File: config.mk
export PLATFORM = sky130hd
export DESIGN_NAME = word_serializer_msb
export DESIGN_NICKNAME = d
export VERILOG_FILES = /design/src/rtl/word_serializer_msb.sv
export SDC_FILE = /design/constraint.sdc
export NUM_CORES = 1
export LEC_CHECK = 0
export CAP_MARGIN = 20
export CORE_ASPECT_RATIO = 2
export CORE_UTILIZATION = 50
export DETAILED_ROUTE_END_ITERATION = 8
export DONT_BUFFER_PORTS = 1
export SLEW_MARGIN = 20
export SYNTH_ARGS = -nofsm -noshare
export SYNTH_HDL_FRONTEND = slang
export SYNTH_SLANG_ARGS = --single-unit
File: constraint.sdc
create_clock -name clk -period 4.6 [get_ports clk]
set_clock_uncertainty 0.05 [all_clocks]
set_input_delay 0.23 -clock clk [delete_from_list [all_inputs] [get_ports clk]]
set_output_delay 0.23 -clock clk [all_outputs]
set_load 0.1 [all_outputs]
File: src/rtl/word_serializer_msb.sv
// Parallel-to-serial word feeder, MSB first, with first/last framing.
// A one-entry holding buffer lets words stream back-to-back. Every output is a flop whose
// next value is derived from the next-state values, so a word loaded at an edge shows its
// MSB in the very next cycle.
module word_serializer_msb #(
    parameter int WIDTH      = 8,
    parameter int GAP_CYCLES = 0
) (
    input  logic             clk,
    input  logic             rst,
    input  logic             in_valid,
    input  logic [WIDTH-1:0] in_data,
    output logic             in_ready,
    output logic             ser_bit,
    output logic             ser_valid,
    output logic             ser_first,
    output logic             ser_last,
    output logic             busy
);

    localparam int CNT_W = $clog2(WIDTH);
    localparam logic [CNT_W-1:0] CNT_LAST = CNT_W'(WIDTH - 1);
    localparam logic [3:0] GAP_LAST = 4'((GAP_CYCLES > 0) ? (GAP_CYCLES - 1) : 0);

    typedef enum logic [1:0] {
        IDLE,
        SHIFT,
        GAP
    } state_t;

    state_t           state_q, state_d;
    logic [WIDTH-1:0] shreg_q, shreg_d;
    logic [CNT_W-1:0] cnt_q, cnt_d;
    logic [3:0]       gap_cnt_q, gap_cnt_d;
    logic [WIDTH-1:0] buf_q, buf_d;
    logic             buf_full_q, buf_full_d;
    logic             reload;

    logic in_ready_q, in_ready_d;
    logic ser_bit_q, ser_bit_d;
    logic ser_valid_q, ser_valid_d;
    logic ser_first_q, ser_first_d;
    logic ser_last_q, ser_last_d;
    logic busy_q, busy_d;

    // State register plus datapath and output flops; synchronous reset drops any word in flight.
    always_ff @(posedge clk) begin
        if (rst) begin
            state_q     <= IDLE;
            shreg_q     <= '0;
            cnt_q       <= '0;
            gap_cnt_q   <= '0;
            buf_q       <= '0;
            buf_full_q  <= 1'b0;
            in_ready_q  <= 1'b0;
            ser_bit_q   <= 1'b0;
            ser_valid_q <= 1'b0;
            ser_first_q <= 1'b0;
            ser_last_q  <= 1'b0;
            busy_q      <= 1'b0;
        end else begin
            state_q     <= state_d;
            shreg_q     <= shreg_d;
            cnt_q       <= cnt_d;
            gap_cnt_q   <= gap_cnt_d;
            buf_q       <= buf_d;
            buf_full_q  <= buf_full_d;
            in_ready_q  <= in_ready_d;
            ser_bit_q   <= ser_bit_d;
            ser_valid_q <= ser_valid_d;
            ser_first_q <= ser_first_d;
            ser_last_q  <= ser_last_d;
            busy_q      <= busy_d;
        end
    end

    // Next-state logic: advance the shifter, time the gap, drain the buffer, accept new words.
    always_comb begin
        state_d    = state_q;
        shreg_d    = shreg_q;
        cnt_d      = cnt_q;
        gap_cnt_d  = gap_cnt_q;
        buf_d      = buf_q;
        buf_full_d = buf_full_q;
        reload     = 1'b0;

        case (state_q)
            IDLE: begin
                if (buf_full_q) begin
                    reload = 1'b1;
                end
            end
            SHIFT: begin
                if (cnt_q == CNT_LAST) begin
                    if (GAP_CYCLES > 0) begin
                        gap_cnt_d = 4'd0;
                        state_d   = GAP;
                    end else if (buf_full_q) begin
                        reload = 1'b1;
                    end else begin
                        state_d = IDLE;
                    end
                end else begin
                    shreg_d = shreg_q << 1;
                    cnt_d   = cnt_q + CNT_W'(1);
                end
            end
            GAP: begin
                if (gap_cnt_q == GAP_LAST) begin
                    if (buf_full_q) begin
                        reload = 1'b1;
                    end else begin
                        state_d = IDLE;
                    end
                end else begin
                    gap_cnt_d = gap_cnt_q + 4'd1;
                end
            end
            default: state_d = IDLE;
        endcase

        if (reload) begin
            shreg_d    = buf_q;
            cnt_d      = '0;
            buf_full_d = 1'b0;
            state_d    = SHIFT;
        end

        if (in_valid && in_ready_q) begin
            buf_d      = in_data;
            buf_full_d = 1'b1;
        end
    end

    // Output decode from next-state values so the registered outputs line up with the state.
    always_comb begin
        in_ready_d  = !buf_full_d;
        ser_valid_d = (state_d == SHIFT);
        ser_bit_d   = ser_valid_d && shreg_d[WIDTH-1];
        ser_first_d = ser_valid_d && (cnt_d == '0);
        ser_last_d  = ser_valid_d && (cnt_d == CNT_LAST);
        busy_d      = (state_d != IDLE) || buf_full_d;
    end

    assign in_ready  = in_ready_q;
    assign ser_bit   = ser_bit_q;
    assign ser_valid = ser_valid_q;
    assign ser_first = ser_first_q;
    assign ser_last  = ser_last_q;
    assign busy      = busy_q;

endmodule
; ---- After elaboration in Yosys (flattened, before gate mapping)
; Cells that the tools add are included.
; Widths: inputs -> output; s select.
[word_totals]
output_inout_bits = 6
ram_bits = 0
romBits = 0
latchBits = 0
register_bits = 32
memories = 0
[classes]
n_eq_ne = 6
n_bitwise = 1
n_shift = 0
muxes = 17
n_mul = 0
order_cmp = 0
reduce_logical = 13
add_sub_neg = 2
div_mod_pow = 0
[ops]
columns = op, n
row1 = $mux 8, 3
row2 = $mux 3, 3
row3 = $mux 2, 4
row4 = $eq 3x3->1 const B, 2
row5 = $pmux 2 s3, 1
row6 = $mux 1, 5
row7 = $add 4x1->4 const B, 1
row8 = $eq 2x1->1 const B, 2
row9 = $logic_and 1x1->1, 4
row10 = $logic_not 4->1, 1
row11 = $reduce_and 2->1, 2
row12 = $reduce_bool 2->1, 2
row13 = $add 3x1->3 const B, 1
row14 = $logic_not 3->1, 1
row15 = $pmux 1 s3, 1
row16 = $eq 2x2->1 const B, 1
row17 = $logic_not 2->1, 1
row18 = $ne 2x2->1 const B, 1
row19 = $logic_not 1->1, 1
row20 = $logic_or 1x1->1, 1
row21 = $not 1->1, 1

; ---- Logic depth before layout (Yosys ltp)
[logic_depth]
depth_word = 6
ltp_mapped = 8
ltp_nobuf = 7

; ---- Worst setup path after synthesis
; No wires, ideal clock.
[synth_path]
path_type = flip-flop to flip-flop
startpoint = reg in_ready_q, in the netlist in_ready
endpoint = reg buf_q[0]
t_required_ns = 4.479
path_buffers = 1
path_slack_ns = 2.824
path_stages_with_launch = 5
period_less_slack_ns = 1.776
arrival_ns = 1.655
path_cell_list = dfxtp_1 -> and2_1 -> clkbuf_1 -> nand2_1 -> a21oi_1
[synth_via]
elab_chain_len = 1
[synth_lines]
columns = element, line
row1 = start: declaration, 39  ; logic in_ready_q, in_ready_d;
row2 = start signal: assignment, 68  ; in_ready_q <= in_ready_d;
row3 = $logic_and 1x1->1, 129  ; if (in_valid && in_ready_q) begin
row4 = end signal: assignment, 66  ; buf_q <= buf_d;
row5 = end: declaration, 35  ; logic [WIDTH-1:0] buf_q, buf_d;
; No other way between the ends.
; A chain may end at the register's enable or synchronous reset.

; ---- Worst setup path in the final report
[layout_path]
startpoint = reg state_q[0]
endpoint = reg ser_last_q, in the netlist ser_last
[layout_via]
elab_chain_len = 6
[layout_lines]
columns = element, line
row1 = start: declaration, 31  ; state_t state_q, state_d;
row2 = start signal: assignment, 62  ; state_q <= state_d;
row3 = $mux 2, "98, 110"
row4 = $mux 2 (on tied branches), "109, 94"
row5 = $pmux 2 s3, 87  ; case (state_q)
row6 = $mux 2, 122  ; if (reload) begin
row7 = $eq 2x1->1, 138  ; ser_valid_d = (state_d == SHIFT);
row8 = $logic_and 1x1->1 *, 141  ; ser_last_d = ser_valid_d && (cnt_d == CNT_LAST);
row9 = end signal: assignment, 72  ; ser_last_q <= ser_last_d;
row10 = end: declaration, 43  ; logic ser_last_q, ser_last_d;
; Mark *: on every way between the ends. The rest lies on a longest branch, timed or not.

==> results.toml <==
[clocking]
clk_latency_ps = 280
postCtsSetupBuffers = 0
clock-sinks = 32
path_clk_slew_ps = 60
cts_tree = "done"
cts-resized-gates = 0
clock_path_buffers = 2
cts-root-buf = "clkbuf_8"
numCtsBuffers = 5
htreeDepth = 2

[logic_synthesis]
synth_fa_ha_area_frac = 0.0609
synthSimpleGateAreaFrac = 0.185
yosys_warnings = 0
synth_compound_area_frac = 0.185
synth_top_family_by_area = "compound AO/OA/AOI/OAI gates"
syn_area_um2 = 1440
yosys_register_bits = 32
avgSynthCellArea_um2 = 9.34
synth_xor_area_frac = 0.0244
synthCells = 154
synth_fp_nets = 172
synth.area.mux_share = 0.0557
synth_cell_types = 35
yosysSeqAreaShare = 0.446

[flow_run]
cap_violations = 0

[detailed_routing]
drt-total-wl_mm = 2.64
first_pass_iters = 2
ant_nets = 0
via_per_inst = 5.65
vias = 1028
initialDrtViolationCount = 16
drc = 0
routedWlPerCell_um = 14.5

[sta]
hold_slack_ps = 26.4
maxSlewHeadroom = 0.338
finalSetupViolations = 0
period_minus_slack_ps = 2690
hold_violations = 0
tightest_slew_ps = 993
rsz0062_at_grt = "no"
finalCritPeriodShare = 0.585
fmax_mhz = 371
maxSlewViolCount = 0
setup-tns-final_ps = 0

[placed_design]
hpwl_mm = 1.95
gp_congestion = 0.753
port_buffers = 0

[finish]
final_core_util = 0.550
antenna_cells = 0
area_growth_pct = 4.70
drive_gt1_frac = 0.124
finalNetCount = 173

[pwr]
max-vdd-ir-drop_mv = 0.289
pwr_density_cell_nw_per_um2 = 380
p_leak_nw = 0.568

[grt]
grt_overflow = 0
antenna_found_initial = 0
grt_pass1_wl_mm = 4.28
grt_start_max_net_pins = 27
grt_usage = 0.197
grt_pass1_vias = 1000

[setup_path]
endpoint_kind = "flop"
critPathArrivalTime_ps = 2820
critPathKind = "flop to flop"
cp-startpoint = "state_q[0]$_SDFF_PP0_"
r2r_slack_ps = 1910
worstReg2RegStart = "state_q[0]$_SDFF_PP0_"
required_ps = 4720
endpoint = "ser_last$_SDFF_PP0_"
rr_endpoint = "ser_last$_SDFF_PP0_"
critPathMaxFanout = 20
r2r_cells = 7
critPathLaunchType = "flop"

[floorplan]
rows = 27
die-width_um = 39.9
start_util = 0.525
die_h_um = 77.8
core-area_um2 = 2740
pin_count = 17
dieArea_um2 = 3110

[hold_path]
min_path_type = "input port to flop"

[outcome]
status = "completed"
## timing repair
action / 4_1_cts / 5_1_grt
hold endpoints to repair: 26 / 0
endpoints found under the setup margin: 0 / 0
hold buffers: 1 / 0
## power breakdown
part,internal (mW),switching (mW),total [mW]
sequential,0.292,0.0346,0.327
clock,0.0972,0.0890,0.186
combinational,0.0245,0.0347,0.0591
total,0.414,0.158,0.572
## logic make-up after synthesis
logic type	count (synthesis)
and+or+nand+nor	56
muxes	8
buffers and inverters	12
xor gates and xnor gates	4
DFF	32
AOI/OAI and AO/OA	35
adders and majority gates	7
## layout make-up
| cell class | instances | area [µm²] |
|---|---|---|
| inverters | 5 | 18.8 |
| well taps | 29 | 36.3 |
| multi-input cells | 110 | 736 |
| fillers | 269 | 1230 |
| clock buffers | 5 | 68.8 |
| flip-flops and latches | 32 | 641 |
| repair buffers | 1 | 5.00 |
## sequential cells by signal (all words and copies together) (netlist names)
register    count
ser_valid       1
ser_first       1
buf_q           8
busy            1
buf_full_q      1
ser_bit         1
state_q         2
gap_cnt_q       4
cnt_q           3
in_ready        1
ser_last        1
shreg_q         8
## cell usage in the layout, fill, tap and decap left out, types with 3 or more instances in the layout
cell type,count
dfxtp_1,32
nand2_1,21
a21oi_1,18
nor2_1,18
a211oi_2,8
mux2i_1,8
ha_1,7
inv_1,5
clkbuf_8,5
nand3b_1,3
nand3_1,3
## per-stage QoR
| stage | power [mW] | cell area, µm² | setup slack [ps] | instances |
|---|---|---|---|---|
| after CTS | 0.583 | 1510 | 1860 | 182 |
| final | 0.572 | 1510 | 1910 | 182 |
| after global placement | 0.387 | 1430 | 2010 | 176 |
| after detailed placement | 0.389 | 1430 | 1900 | 176 |
| after global routing | 0.600 | 1510 | 1640 | 182 |
| after floorplan | 0.384 | 1440 | 2820 | 154 |
## critical path, stage by stage (launching register included)
cell and delay (ps):
dfxtp_1 440, inv_1 90, ha_1 300, a21oi_1 140
and3b_1 210, a22oi_2 780, nand2b_1 280, nor4_1 310
## how the worst min path moves through the flow
stage,depth (start not counted),slack (ps),end,start
2_1_floorplan,2,320,buf_q[0]$_SDFFE_PP0P_,in_data[0]
3_3_place_gp,1,250,shreg_q[7]$_SDFF_PP0_,rst
3_5_place_dp,1,250,in_ready$_SDFF_PP0_,rst
4_1_cts,1,20,ser_bit$_SDFF_PP0_,rst
5_1_grt,1,20,ser_bit$_SDFF_PP0_,rst
6_report,1,30,ser_bit$_SDFF_PP0_,rst
## metal layers
metal | track usage | part of all wire | up-vias
met1 | 0.191 | 0.38 | 482
met4 | 0.0621 | 0.013 | 0
met2 | 0.352 | 0.57 | 16
met5 | 0 | 0 | -
met3 | 0.0686 | 0.033 | 4
li1 | - | - | 526
## cell usage after synthesis
cell type | count | share of area
a211oi_2 | 8 | 0.070
a21boi_2 | 1 | 0.0078
a21o_1 | 1 | 0.0052
a21oi_1 | 18 | 0.063
a21oi_2 | 1 | 0.0061
a22o_1 | 1 | 0.0061
a22oi_2 | 1 | 0.0087
a31oi_1 | 1 | 0.0044
and2_1 | 1 | 0.0044
and2b_1 | 1 | 0.0052
and3b_1 | 1 | 0.0061
buf_1 | 1 | 0.0026
buf_2 | 1 | 0.0035
buf_6 | 2 | 0.016
clkbuf_1 | 3 | 0.0078
dfxtp_1 | 32 | 0.45
ha_1 | 7 | 0.061
inv_1 | 5 | 0.013
mux2i_1 | 8 | 0.056
nand2_1 | 21 | 0.055
nand2_4 | 1 | 0.0078
nand2b_1 | 1 | 0.0044
nand3_1 | 3 | 0.010
nand3b_1 | 3 | 0.016
nand4_1 | 2 | 0.0087
nor2_1 | 18 | 0.047
nor3_1 | 1 | 0.0035
nor3b_1 | 1 | 0.0052
nor4_1 | 1 | 0.0044
o21a_1 | 1 | 0.0052
o21ai_0 | 1 | 0.0035
o41ai_1 | 1 | 0.0061
or3b_4 | 1 | 0.0078
xnor2_1 | 2 | 0.012
xor2_1 | 2 | 0.012
Note: power is estimated with default switching activity, not from simulation.
